### config.mk
export PLATFORM = sky130hd
export DESIGN_NAME = pixel_stream_block
export DESIGN_NICKNAME = d
export VERILOG_FILES = /design/src/rtl/pixel_stream_block.sv
export SDC_FILE = /design/constraint.sdc
export NUM_CORES = 1
export LEC_CHECK = 0
export CELL_PAD_IN_SITES_DETAIL_PLACEMENT = 1
export CELL_PAD_IN_SITES_GLOBAL_PLACEMENT = 1
export CORE_ASPECT_RATIO = 1.75
export CORE_MARGIN = 3
export CORE_UTILIZATION = 42
export CTS_CLUSTER_SIZE = 14
export DETAILED_ROUTE_END_ITERATION = 8
export GPL_ROUTABILITY_DRIVEN = 0
export MAX_ROUTING_LAYER = met4
export PLACE_DENSITY = 0.79
export SLEW_MARGIN = 10
export SYNTH_ARGS = -nofsm -noshare
export SYNTH_HDL_FRONTEND = slang
export SYNTH_SLANG_ARGS = --single-unit
### constraint.sdc
create_clock -name clk -period 3.7 [get_ports clk]
set_input_delay 0.555 -clock clk [delete_from_list [all_inputs] [get_ports clk]]
set_output_delay 0.555 -clock clk [all_outputs]
set_load 0.01 [all_outputs]
### src/rtl/pixel_stream_block.sv
// pixel_stream_block
// Captures pixels from a VSYNC/HSYNC framed stream. A small FSM tracks frame
// and line phase. Registered outputs carry the last captured pixel, a blanking
// indicator, a post-frame freeze flag and a one-cycle frame-done pulse.
// After reset the block waits for VSYNC low before it captures anything, so a
// frame that is already running when reset is released is never taken.

module pixel_stream_block (
    input  logic        clk,
    input  logic        rst_n,
    input  logic        HSYNC,
    input  logic        VSYNC,
    input  logic [15:0] data_in,
    output logic [15:0] data_out,
    output logic        pause_r,
    output logic        freeze_r,
    output logic        done_out
);

    typedef enum logic [2:0] {
        ST_ARM   = 3'd0,
        ST_IDLE  = 3'd1,
        ST_BLANK = 3'd2,
        ST_LINE  = 3'd3,
        ST_DONE  = 3'd4
    } state_t;

    localparam logic [15:0] CNT_MAX = 16'hFFFF;

    // Registered state
    state_t      state_q;
    logic        h_q;
    logic        v_q;
    logic [15:0] data_q;
    logic        pause_q;
    logic        freeze_q;
    logic        done_q;
    logic [15:0] line_cnt_q;
    logic [15:0] pix_cnt_q;

    // Next-state and decode signals
    state_t      state_d;
    logic [15:0] data_d;
    logic        pause_d;
    logic        freeze_d;
    logic        done_d;
    logic [15:0] line_cnt_d;
    logic [15:0] pix_cnt_d;

    logic        vs_rise_s;
    logic        vs_fall_s;
    logic        hs_rise_s;
    logic        in_frame_s;
    logic        frame_start_s;
    logic        frame_end_s;
    logic        capture_s;

    // Saturating increment shared by the line and pixel counters
    function automatic logic [15:0] sat_inc(input logic [15:0] value);
        logic [15:0] result;
        if (value == CNT_MAX) begin
            result = CNT_MAX;
        end else begin
            result = value + 16'd1;
        end
        return result;
    endfunction

    // Edge detection and qualifiers derived from the current sample and state
    always_comb begin
        vs_rise_s     = VSYNC & ~v_q;
        vs_fall_s     = ~VSYNC & v_q;
        hs_rise_s     = HSYNC & ~h_q;
        in_frame_s    = (state_q == ST_BLANK) || (state_q == ST_LINE);
        frame_start_s = vs_rise_s && ((state_q == ST_IDLE) || (state_q == ST_DONE));
        frame_end_s   = in_frame_s && vs_fall_s;
        // VSYNC must be high, so a VSYNC fall with HSYNC high never captures.
        capture_s     = VSYNC && HSYNC && (state_q != ST_ARM);
    end

    // FSM next-state: frame start picks BLANK or LINE from the HSYNC level
    always_comb begin
        state_d = state_q;
        case (state_q)
            ST_ARM: begin
                if (!VSYNC) begin
                    state_d = ST_IDLE;
                end else begin
                    state_d = ST_ARM;
                end
            end
            ST_IDLE, ST_DONE: begin
                if (vs_rise_s) begin
                    state_d = HSYNC ? ST_LINE : ST_BLANK;
                end else begin
                    state_d = state_q;
                end
            end
            ST_BLANK: begin
                if (vs_fall_s) begin
                    state_d = ST_DONE;
                end else if (VSYNC && HSYNC) begin
                    state_d = ST_LINE;
                end else begin
                    state_d = ST_BLANK;
                end
            end
            ST_LINE: begin
                // A VSYNC fall mid-line simply ends the frame.
                if (vs_fall_s) begin
                    state_d = ST_DONE;
                end else if (VSYNC && !HSYNC) begin
                    state_d = ST_BLANK;
                end else begin
                    state_d = ST_LINE;
                end
            end
            default: begin
                state_d = ST_ARM;
            end
        endcase
    end

    // Per-frame line and pixel counters, restarted on each frame start
    always_comb begin
        line_cnt_d = line_cnt_q;
        pix_cnt_d  = pix_cnt_q;
        if (frame_start_s) begin
            // A frame that opens with HSYNC high starts its first line immediately.
            line_cnt_d = HSYNC ? 16'd1 : 16'd0;
            pix_cnt_d  = capture_s ? 16'd1 : 16'd0;
        end else if (in_frame_s && VSYNC) begin
            if (hs_rise_s) begin
                line_cnt_d = sat_inc(line_cnt_q);
            end else begin
                line_cnt_d = line_cnt_q;
            end
            if (capture_s) begin
                pix_cnt_d = sat_inc(pix_cnt_q);
            end else begin
                pix_cnt_d = pix_cnt_q;
            end
        end else begin
            line_cnt_d = line_cnt_q;
            pix_cnt_d  = pix_cnt_q;
        end
    end

    // Output next-values: capture, blanking, freeze and done pulse
    always_comb begin
        if (capture_s) begin
            data_d = data_in;
        end else begin
            data_d = data_q;
        end
        pause_d  = VSYNC && !HSYNC && (state_q != ST_ARM);
        freeze_d = (state_d == ST_DONE);
        // Frames that captured nothing still end, but without a pulse.
        done_d   = frame_end_s && (pix_cnt_q != 16'd0);
    end

    // Single register bank for FSM state, sync history, counters and outputs
    always_ff @(posedge clk or negedge rst_n) begin
        if (!rst_n) begin
            state_q    <= ST_ARM;
            h_q        <= 1'b0;
            v_q        <= 1'b0;
            data_q     <= 16'h0000;
            pause_q    <= 1'b0;
            freeze_q   <= 1'b0;
            done_q     <= 1'b0;
            line_cnt_q <= 16'd0;
            pix_cnt_q  <= 16'd0;
        end else begin
            state_q    <= state_d;
            h_q        <= HSYNC;
            v_q        <= VSYNC;
            data_q     <= data_d;
            pause_q    <= pause_d;
            freeze_q   <= freeze_d;
            done_q     <= done_d;
            line_cnt_q <= line_cnt_d;
            pix_cnt_q  <= pix_cnt_d;
        end
    end

    assign data_out = data_q;
    assign pause_r  = pause_q;
    assign freeze_r = freeze_q;
    assign done_out = done_q;

endmodule

Word level (Yosys, flattened, before mapping)

Index checks and enable logic that the tools add are counted.
W data, S select, Z words.

Multiplexer cells: 13
Add/sub/neg operators: 1
Reduce and logical (&&, ||, !) cells: 18
Bitwise logic cells: 4
Eq/ne operators: 6

Operator list:

| operator                | count |
|---|---|
| $mux W16                | 4 |
| $add A16 B1 Y16 const B | 1 |
| $eq A16 B16 Y1 const B  | 1 |
| $reduce_bool A16 Y1     | 1 |
| $pmux W3 S4             | 1 |
| $mux W3                 | 3 |
| $logic_and A1 B1 Y1     | 8 |
| $eq A3 B2 Y1 const B    | 2 |
| $eq A3 B3 Y1 const B    | 2 |
| $mux W1                 | 5 |
| $reduce_bool A2 Y1      | 2 |
| $eq A3 B1 Y1 const B    | 1 |
| $logic_not A3 Y1        | 1 |
| $reduce_bool A3 Y1      | 1 |
| $and A1 B1 Y1           | 2 |
| $logic_or A1 B1 Y1      | 2 |
| $not A1 Y1              | 2 |
| $reduce_and A2 Y1       | 1 |
| $reduce_or A2 Y1        | 1 |
| $logic_not A1 Y1        | 1 |

Output and inout bits: 19
Word-level logic and storage cells: 49
Register bits after elaboration: 39
Input bits: 20

Logic depth before layout (Yosys ltp)

Gate-level depths: netlist of the first run.

Depth in word-level cells: 6
Gate-level depth with buffers: 6
Gate-level depth less buffers: 5

Worst setup path before layout of the first run

OpenSTA, ideal clock, no wires.

Path type: flip-flop to flip-flop
Start: register state_q[2]
End: register data_q[0], in the netlist data_out[0]
Period minus slack after synthesis: 1874 ps
Library setup time: 125 ps
Data required time: 3575 ps
Path buffers: 2
Cell stages (with the launch flop): 5
Slack: 1826 ps
Arrival: 1749 ps
Cells stage by stage: dfrtp_1 > clkbuf_1 > o311ai_2 > buf_2 > mux2_2

Word-level cells in the longest chain between the ends: 2

Ends and longest elaborated chain:

| item                     | line | source |
|---|---|---|
| start: declaration       | 31   | `state_t state_q;` |
| start signal: assignment | 175  | `state_q <= state_d;` |
| $reduce_bool A3 Y1       | 78   | `capture_s = VSYNC && HSYNC && (state_q != ST_ARM);` |
| $logic_and A1 B1 Y1      | 78   |  |
| end signal: assignment   | 178  | `data_q <= data_d;` |
| end: declaration         | 34   | `logic [15:0] data_q;` |

No other way between the ends.
A chain may end at the register's enable or synchronous reset.

Worst setup path in the final report of the first run

Start: input port VSYNC
End: register pix_cnt_q[15]

Word-level cells in the longest chain between the ends: 4
Elaborated cells on any way between the ends: 9
Those cells by class: mux: 1; bitwise: 1; reduce/logical: 7

Ends and longest elaborated chain:

| item                                                        | line   | source |
|---|---|---|
| start: declaration                                          | 12     | `input logic VSYNC,` |
| $and A1 B1 Y1 / $logic_and A1 B1 Y1 (equally long branches) | 71, 78 |  |
| $logic_and A1 B1 Y1, on equally long branches               | 75, 78 |  |
| $reduce_bool A2 Y1 (no line)                                | n/a    |  |
| $reduce_and A2 Y1 (no line)                                 | n/a    |  |
| end signal: assignment                                      | 183    | `pix_cnt_q <= pix_cnt_d;` |
| end: declaration                                            | 39     | `logic [15:0] pix_cnt_q;` |

Parallel ways exist; a longest one is shown, timed or not.

==> results.md, run 1 <==
* Leakage at between 0.9 and 1 nW
* DRT Wirelength at 5.22 mm
* Mux share of post-synthesis cell area at under 10%
* Initial DRC Count at between 40 and 50
* Setup WS post-layout at roughly 1200 ps
* Simple-Gate Fraction of Synth Area at between 10% and 20%
* Global-route layer with the greatest usage: met2
* Fmax at between 400 and 500 MHz
* CP bufs+invs at 1
* Adder-cell area share of the yosys netlist at between 1 and 1.5%
* # diodes at 0
* Layout cells sized above 1 at between 15 and 20%
* Drt pass-1 iters at 4
* Crit path cell chain: clkdlybuf4s50_1, nand4b_1, nor3_1, and4_1, a211oi_2
* # hold bufs at CTS at 0
* Synth Flop Type: dfrtp_1
* Status: finished clean
* TritonCTS clock tree: built
* Setup Viol. Count Final at 0
* Num CTS Buffers at 5
* Register area share after synthesis at about half
* Power per standard cell area at between 600 and 700 nW/um^2
* Max Buffers Root-to-Sink at 2
* Vias in the first global route at between 1500 and 2000
* DR vias at roughly 1600
* Critical path required time at slightly below 4000 ps
* Filler cells at 468
* Maximum VDD drop at roughly 0.43 mV
* Detail Placement HPWL at ~3.8 mm
* Slew margin rel. at around 42%
* GRT Residual Overflow at 0
* Tmin final at around 2500 ps
* Final slew viol count at 0
* Post-layout util at 56.3%
* Chip width at 56.9 um
* Initial Util at 44.5%
* Root buffer cell: clkbuf_8
* Hold crit path type: input pin to asynchronous set/reset pin
* Setup TNS at 0 ps
* Compound-Gate Fraction of Synth Area at between 10 and 15%
* Largest family of logic cells by synthesized area: simple AND/OR/NAND/NOR gates
* Hold Vio Cnt, Final at 0
* Global router's overall resource usage at between 20% and 30%
* P&R area growth vs syn at 26.5%
* Clk_skew at 5.96 ps
* Antenna violations before repair at 0
* Met2 usage at about 37%
* Nets at 236
* Inst Count DP at roughly 260
* Synthesized cell area at between 1500 and 2000 sq um
* Pin count of the biggest net entering global routing at 40
* Least-Margin Pin Slew at approximately 880 ps
* CP Class: input pin to flip-flop
* Post-synth EDFFs at 0
* Tot Pwr at roughly 1.5 mW
* Area post-placement at between 2000 and 2500 sq um
* Critical-path top delay cell: clkdlybuf4s50_1
* Clock latency on the worst-skew pair at around 300 ps
* RSZ-0062 raised after global routing: no
* Synth Area in XOR/XNOR at roughly 1.4%
* Post-CTS repair timing setup buffer count at 0
* Met1 Usage GRT at 22.1%
* Crit Path Max Fanout at 13
* Worst hold slack at 372 ps
* Cell count after synthesis at around 180
* FP Rows at 31
* CP Launch Type: input pin
* Post-route antenna net violation count at 0
* Core Footprint at between 4000 and 5000 sq um
* Layout Cells excl Fill at between 200 and 300
* H-tree depth at 2
* Share of flip-flops with an asynchronous set or reset at 100%
* Max-Cap Viols at 0
* Io pins at 39
* Design area at around 2400 sq um
* WL per Instance at 19.8 um
* Post-route DRC at 0
* Met3 Track Usage GR at between 5 and 6%
* PostCTS Resize Cnt at 0
* TritonCTS Sinks at 39
* Synth Register Bits at 39
* CP top delay family: simple AND/OR/NAND/NOR gates
* Count of buffers from port buffering at 38
* Number of library cell types mapped by synthesis at 42
* Period utilisation layout at between 60 and 70%
* Synthesized area per cell at 10.8 sq um
* CP endpoint kind: flip-flop
* CP max stage delay at just over 700 ps
* First-pass GRT wire length at about 8.6 mm
* Die height at 95.0 um
* DIE AREA at between 5000 and 6000 sq um
* Arrival time at the worst endpoint at 2680 ps
* Via density at 6.24
* Yosys synthesis warning count at 0
* Post-Syn Nets at a little under 200
* Post-placement worst setup slack at approximately 920 ps
* Reg clk slew, reported paths at 80 ps
## final timing paths
path / start / endpoint / slack, ps / cells past startpoint
min in group clk: data_out[11] / data_out[11] / 510 / 1
max reg2reg: pix_cnt_q[1] / pix_cnt_q[15] / 1550 / 5
max in group asynchronous: rst_n / pause_r / 2780 / 1
max: VSYNC / pix_cnt_q[15] / 1200 / 5
min reg2reg: data_out[11] / data_out[11] / 510 / 1
min: rst_n / freeze_r / 370 / 1
## sequential cells by signal (all words and copies together) (netlist names)
name	cells
v_q	1
freeze_r	1
state_q	3
done_out	1
pause_r	1
data_out	16
pix_cnt_q	16
## final cells by class
class / count / area [sq um] / area share (%)
sequential: 39 / 976 / 40.6
multi-input combinational: 122 / 861 / 35.8
timing repair buffer: 41 / 398 / 16.6
clock buffer: 5 / 68.8 / 2.86
tap: 49 / 61.3 / 2.55
clock inverter: 3 / 20.0 / 0.833
inverter: 5 / 18.8 / 0.781
## layout by cell type (no fill, tap or decap), types with 2 or more instances in the layout
| master | Yosys | routed |
|---|---|---|
| o22ai_1 | 2 | 2 |
| dfrtp_1 | 39 | 39 |
| mux2_2 | 16 | 16 |
| nand2_1 | 7 | 7 |
| nand2b_1 | 3 | 3 |
| and4_1 | 2 | 2 |
| o211a_1 | 2 | 2 |
| a31oi_1 | 6 | 6 |
| clkbuf_8 | 0 | 5 |
| and3_1 | 3 | 3 |
| xnor2_1 | 2 | 2 |
| nand3_1 | 3 | 3 |
| buf_4 | 1 | 3 |
| clkinvlp_4 | 0 | 2 |
| o21ai_0 | 13 | 13 |
| ha_1 | 2 | 2 |
| a21oi_1 | 9 | 9 |
| nor2_1 | 9 | 9 |
| nand4_1 | 6 | 6 |
| o31ai_1 | 3 | 3 |
| inv_1 | 5 | 5 |
| nor4_1 | 6 | 6 |
| and2_1 | 2 | 2 |
| nor3_1 | 8 | 8 |
| clkdlybuf4s50_1 | 0 | 37 |
## cells in the mapped netlist (2+ instances only)
master	n	area, sq um
clkbuf_1	6	22.5
inv_1	5	18.8
a31oi_1	6	37.5
buf_2	3	15.0
nor3_1	8	40.0
o22ai_1	2	12.5
nand2_1	7	26.3
nand4_1	6	37.5
and2_1	2	12.5
o31ai_1	3	22.5
a21oi_1	9	45.0
nor2_1	9	33.8
mux2_2	16	180
xnor2_1	2	17.5
dfrtp_1	39	976
nor4_1	6	37.5
and4_1	2	17.5
o211a_1	2	20.0
nand2b_1	3	18.8
o21ai_0	13	65.1
ha_1	2	25.0
nand3_1	3	15.0
and3_1	3	18.8
## power by group
| part | internal, mW | leakage (nW) | switching (mW) |
|---|---|---|---|
| Combinational | 0.320 | 0.453 | 0.234 |
| Sequential | 0.551 | 0.498 | 0.116 |
| Clock | 0.131 | 0.0402 | 0.161 |
| Total | 1.00 | 0.991 | 0.510 |
## per-layer routing
layer  share of wire (%)  vias to the layer above
met2                  55                       62
met4                 3.7                        0
met5                   0                        -
met3                 4.9                       19
met1                  36                      829
li1                    -                      737
## worst reg2reg max path, delay by kind of cell, from the launching register on
| kind | cells | cell delay [ps] |
|---|---|---|
| flops | 1 | 420 |
| simple gates | 3 | 1190 |
| fa+ha+maj | 1 | 230 |
| compound gates | 1 | 210 |
## logic make-up after synthesis
family | count (synthesis)
simple gates | 59
compound gates | 42
flops | 39
mux | 16
buf+inv | 15
xor+xnor | 3
fa+ha+maj | 2
No activity file was read; power rests on OpenSTA's default activity.
==> run 2, diff against run 1 <==
Settings changed: CORE_UTILIZATION 42 to 35, PLACE_DENSITY 0.79 to 0.7.
Clock period 3.7 ns to 2.14 ns, I/O delays scaled along.
==> run 2 against run 1 <==
Register-to-register slack worse by 1400 ps. Combinational power is 86% higher. Sequential share of layout area is 1.7 points lower. Via count is 3.1% lower. Design area is 4.3% higher. Utilization is 7.2 points lower. Final cell count is 5.3% higher. Die area is 18% higher.
==> results.md, run 2 (synthesis gave the netlist of run 1 again) <==
* Status: finished clean
* Critical-path top delay cell: or4_1
* Drt pass-1 iters at 4 (unchanged)
* Switching Fraction at 31.3% (-2.4 points)
* Switching power total at 0.873 mW (+71%)
* Die height at 103 um (+8.9%)
* Flop pwr share at 40.0% (-4.0 points)
* WL per Instance at 19.0 um (-4.1%)
* Initial DRC Count at 55 (+28%)
* Filler cells at 569 (+22%)
* Hold Vio Cnt, Final at 0 (unchanged)
* R2r startpoint: pix_cnt_q[6]
* FP Rows at 34 (+9.7%)
* Post-CTS repair timing setup buffer count at 0 (unchanged)
* GRT Residual Overflow at 0 (unchanged)
* # hold bufs at CTS at 0 (unchanged)
* DRT Wirelength at 5.27 mm (+1.0%)
* Least-Margin Pin Slew at 495 ps (-381 ps)
* Power per standard cell area at 1110 nW/um^2 (+77%)
* # diodes at 0 (unchanged)
* CP endpoint kind: flip-flop
* Clock latency on the worst-skew pair at 290 ps (about the same)
* P&R area growth vs syn at 31.9%
* Hold crit path type: input pin to asynchronous set/reset pin
* Max Buffers Root-to-Sink at 2 (unchanged)
* Multi-input combinational cell area at 861 sq um (unchanged)
* Layout cells sized above 1 at 19.2% (+3.4 points)
* Num CTS Buffers at 5 (unchanged)
* Arrival time at the worst endpoint at 2170 ps (-510 ps)
* Layout Cells excl Fill at 278 (+5.3%)
* Chip width at 61.7 um (+8.5%)
* Core Footprint at 5100 sq um (+20%)
* Detail Placement HPWL at 3.98 mm (+5.6%)
* Io pins at 39 (unchanged)
* Commonest cells after routing, fill and taps aside: dfrtp_1 (39), clkdlybuf4s50_1 (37), mux2_2 (16), o21ai_0 (13), buf_4 (12)
* Global router's overall resource usage at 18.0% (-3.5 points)
* Antenna violations before repair at 0 (unchanged)
* Nets at 245 (+3.8%)
* Reg clk slew, reported paths at 80 ps (about the same)
* Maximum VDD drop at 0.442 mV (+3.0%)
* PostCTS Resize Cnt at 0 (unchanged)
* Tmin final at roughly 2000 ps
* RSZ-0062 raised after global routing: no
* Count of buffers from port buffering at 38 (unchanged)
* Commonest non-fill, non-tap cell in the layout: dfrtp_1
* First-pass GRT wire length at 8.36 mm (-3.3%)
* CP Class: flip-flop to flip-flop
* Setup Viol. Count Final at 0 (unchanged)
* Via density at 5.74 (-8.0%)
* Initial Util at 37.2% (-7.3 points)
* Leakage at 1.05 nW (+6.4%)
* Slew margin rel. at 67.0% (+25 points)
* TritonCTS clock tree: built
* Clk_skew at 9.26 ps (+3.30 ps)
* Pin count of the biggest net entering global routing at 40 (unchanged)
* TritonCTS Sinks at 39 (unchanged)
* Inst Count DP at 270 (+5.5%)
* Final slew viol count at 0 (unchanged)
* Critical path required time at 2350 ps (-1530 ps)
* Crit Path Max Fanout at 8 (-5)
* Vias in the first global route at 1722 (-3.5%)
* Critical path launch point: pix_cnt_q[6]
* Post-route antenna net violation count at 0 (unchanged)
* Comb power frac at 37.1% (+0.4 points)
* CP max stage delay at 710 ps (about the same)
* Max-Cap Viols at 0 (unchanged)
* Setup TNS at 0 ps (unchanged)
* Period utilisation layout at roughly nine tenths
* Register area at 976 sq um (unchanged)
* Post-route DRC at 0 (unchanged)
* DR vias at 1596 (-3.1%)
* Clk pwr share at 23.0% (+3.7 points)
* Int Power at 1.91 mW (+91%)
* Crit path cell chain: nand4_4, or4_1, and4_1, a211oi_2
* Root buffer cell: clkbuf_8
* H-tree depth at 2 (unchanged)
* CP Launch Type: flip-flop
* Fmax at around 510 MHz
* DIE AREA at 6390 sq um (+18%)
## run 2: metal layers
layer	wire length (um)	up-vias	GRT usage (%)
met4	125	0	6.70
met5	0	-	-
met2	3080	30	32.5
met1	1930	797	18.6
met3	144	13	3.23
li1	-	756	-
## run 2: stage by stage
step | power, mW | utilization, % | hold slack [ps] | setup slack [ps] | instance area [sq um]
6_report | 2.79 | 49.1 | 83.8 | 182 | 2510
2_1_floorplan | 1.60 | - | 25.4 | 266 | 1900
4_1_cts | 2.82 | 49.1 | 97.8 | 175 | 2510
3_3_place_gp | 2.10 | 46.8 | 404 | 131 | 2390
3_5_place_dp | 2.17 | 46.8 | 410 | 94.5 | 2390
5_1_grt | 2.96 | 49.1 | 109 | 99.3 | 2510
## run 2: layout make-up
class	count	share of cell area, %
well taps	54	2.70
repair buffers	50	18.6
clock buffers	6	3.30
multi-input cells	122	34.3
inverters	5	0.749
flip-flops and latches	39	38.9
clock inverters	2	1.40
## run 2: final timing paths
kind,endpoint,slack [ps],cells after the start
setup / recovery,pix_cnt_q[15],180,4
hold / removal,state_q[0],80,2
setup reg to reg,pix_cnt_q[15],180,4
hold reg to reg,data_out[4],510,1
max in group asynchronous,data_out[14],1720,2
min in group clk,data_out[4],510,1
## run 2: worst max-delay path, delay by kind of cell (launching register included)
| family | cells | cell delay [ps] |
|---|---|---|
| AO/OA/AOI/OAI | 1 | 200 |
| AND/OR/NAND/NOR | 3 | 1170 |
| flip-flops | 1 | 520 |
## run 2: power by group through the flow
stage / Combinational, mW / Sequential (mW) / Clock (mW)
6_report: 1.03 / 1.11 / 0.640
2_1_floorplan: 0.444 / 1.16 / 0
5_1_grt: 1.13 / 1.14 / 0.697
4_1_cts: 1.05 / 1.11 / 0.656
3_5_place_dp: 1.04 / 1.13 / 0
3_3_place_gp: 1.00 / 1.10 / 0
==> run 3, diff against run 2 <==
Settings changed: CORE_MARGIN 3 to 5.
==> run 3 against run 2 <==
Maximum frequency fell by 0.83%. Final cell count rose by 1.1%. Design area up 0.65%. Critical endpoint unchanged. Worst setup slack got worse by 16 ps. Critical path depth is 1 higher. First-iteration DRC count grew 71%. Count of clock-buffer cells in the layout unchanged.
==> results.md, run 3 (synthesis gave the netlist of run 1 again) <==
* Vias in the first global route at 1802 (+4.6%)
* Tmin final at 1970 ps (+16.3 ps)
* Post-placement worst setup slack at 53.4 ps (-41.0 ps)
* Least-Margin Pin Slew at 615 ps (+120 ps)
* Initial Util at 36.2% (-1.1 points)
* Commonest cells after routing, fill and taps aside: dfrtp_1 (39), clkdlybuf4s50_1 (37), mux2_2 (16), buf_4 (14), o21ai_0 (13)
* DIE AREA at 7060 sq um (+11%)
* TritonCTS Sinks at 39 (unchanged)
* Register area at 976 sq um (unchanged)
* CP Launch Type: flip-flop
* Io pins at 39 (unchanged)
* # diodes at 0 (unchanged)
* Commonest non-fill, non-tap cell in the layout: dfrtp_1
* Post-CTS repair timing setup buffer count at 0 (unchanged)
* Period utilisation layout at 92.3% (+0.76 points)
* Layout Cells excl Fill at 281 (+1.1%)
* Hold crit path type: input pin to asynchronous set/reset pin
* Arrival time at the worst endpoint at 2180 ps (about the same)
* Core Footprint at 5260 sq um (+2.9%)
* FP Rows at 35 (+2.9%)
* GRT Residual Overflow at 0 (unchanged)
* Worst hold slack at 34.7 ps (-49.1 ps)
* Status: finished clean
* Die height at 107 um (+3.9%)
* First-pass GRT wire length at 8.71 mm (+4.3%)
* Filler cells at 581 (+2.1%)
* Power per standard cell area at 1100 nW/um^2 (-0.77%)
* Setup WS post-layout at 166 ps (-16.3 ps)
* Chip width at 65.7 um (+6.5%)
* PostCTS Resize Cnt at 0 (unchanged)
* Setup Viol. Count Final at 0 (unchanged)
* P&R area growth vs syn at 32.7%
* Final slew viol count at 0 (unchanged)
* Clock latency on the worst-skew pair at 290 ps (about the same)
* Multi-input combinational cell area at 861 sq um (unchanged)
* Num CTS Buffers at 5 (unchanged)
* Clk_skew at 4.84 ps (-4.42 ps)
* Fmax at 506 MHz (-0.83%)
* Count of buffers from port buffering at 38 (unchanged)
* TritonCTS clock tree: built
* RSZ-0062 raised after global routing: no
* Nets at 247 (+0.82%)
* DR vias at 1632 (+2.3%)
* Drt pass-1 iters at 4 (unchanged)
* Global router's overall resource usage at 16.4% (-1.5 points)
* Hold Vio Cnt, Final at 0 (unchanged)
* Critical path required time at 2350 ps (about the same)
* Post-route DRC at 0 (unchanged)
* CP endpoint kind: flip-flop
* Pin count of the biggest net entering global routing at 27 (-33%)
* Leakage at 1.06 nW (+0.86%)
* Maximum VDD drop at 0.526 mV (+19%)
* Root buffer cell: clkbuf_8
* DRT Wirelength at 5.28 mm (+0.11%)
* Reg clk slew, reported paths at 70 ps (about the same)
* Max-Cap Viols at 0 (unchanged)
* Layout cells sized above 1 at 19.9% (+0.72 points)
* Antenna violations before repair at 0 (unchanged)
* Via density at 5.81 (+1.2%)
* Post-route antenna net violation count at 0 (unchanged)
* Setup TNS at 0 ps (unchanged)
* Slew margin rel. at 59.0% (-8.0 points)
* Crit Path Max Fanout at 6 (-2)
* H-tree depth at 2 (unchanged)
* Tot Pwr at 2.78 mW (-0.13%)
* Initial DRC Count at 94 (+71%)
* Detail Placement HPWL at 4.14 mm (+4.0%)
* Inst Count DP at 273 (+1.1%)
* Max Buffers Root-to-Sink at 2 (unchanged)
* # hold bufs at CTS at 0 (unchanged)
* CP Class: flip-flop to flip-flop
* WL per Instance at 18.8 um (-0.96%)
==> run 3: per-layer routing <==
| metal | up-vias | wire length [um] | part of all wire [%] | GRT usage (%) |
|---|---|---|---|---|
| li1 | 761 | - | - | - |
| met1 | 820 | 1840 | 35 | 15.7 |
| met2 | 37 | 3130 | 59 | 31.6 |
| met3 | 14 | 189 | 3.6 | 2.82 |
| met4 | 0 | 123 | 2.3 | 6.08 |
| met5 | - | 0 | 0 | - |
==> run 3: worst paths after layout <==
path	startpoint	end	slack, ps	cells past startpoint
setup / recovery	pix_cnt_q[1]	pix_cnt_q[15]	170	5
hold / removal	rst_n	data_out[14]	30	1
setup reg to reg	pix_cnt_q[1]	pix_cnt_q[15]	170	5
hold reg to reg	data_out[11]	data_out[11]	520	1
max in group asynchronous	rst_n	pix_cnt_q[10]	1540	2
min in group clk	data_out[11]	data_out[11]	520	1
==> run 3: where the power goes <==
part           switching (mW)  internal [mW]
combinational           0.445          0.588
clock                   0.261          0.377
sequential              0.158          0.953
==> run 3: worst max-delay path: stages (launching register included) <==
cell	delay [ps]
dfrtp_1	420
ha_1	240
nand3_2	110
or4_1	660
and4_1	270
a211oi_2	200
==> run 3: layout make-up <==
| cell class | count | share of cell area (%) |
|---|---|---|
| Multi-Input combinational cell | 122 | 34.1 |
| Inverter | 5 | 0.744 |
| Tap cell | 55 | 2.73 |
| Timing Repair Buffer | 52 | 19.0 |
| Clock inverter | 2 | 1.39 |
| Clock buffer | 6 | 3.27 |
| Sequential cell | 39 | 38.7 |
==> run 3: metrics by stage <==
stage               area [sq um]  utilization (%)
global route                2520             48.0
CTS                         2520             48.0
floorplan                   1900                -
finish                      2520             48.0
detailed placement          2400             45.8
global placement            2400             45.8
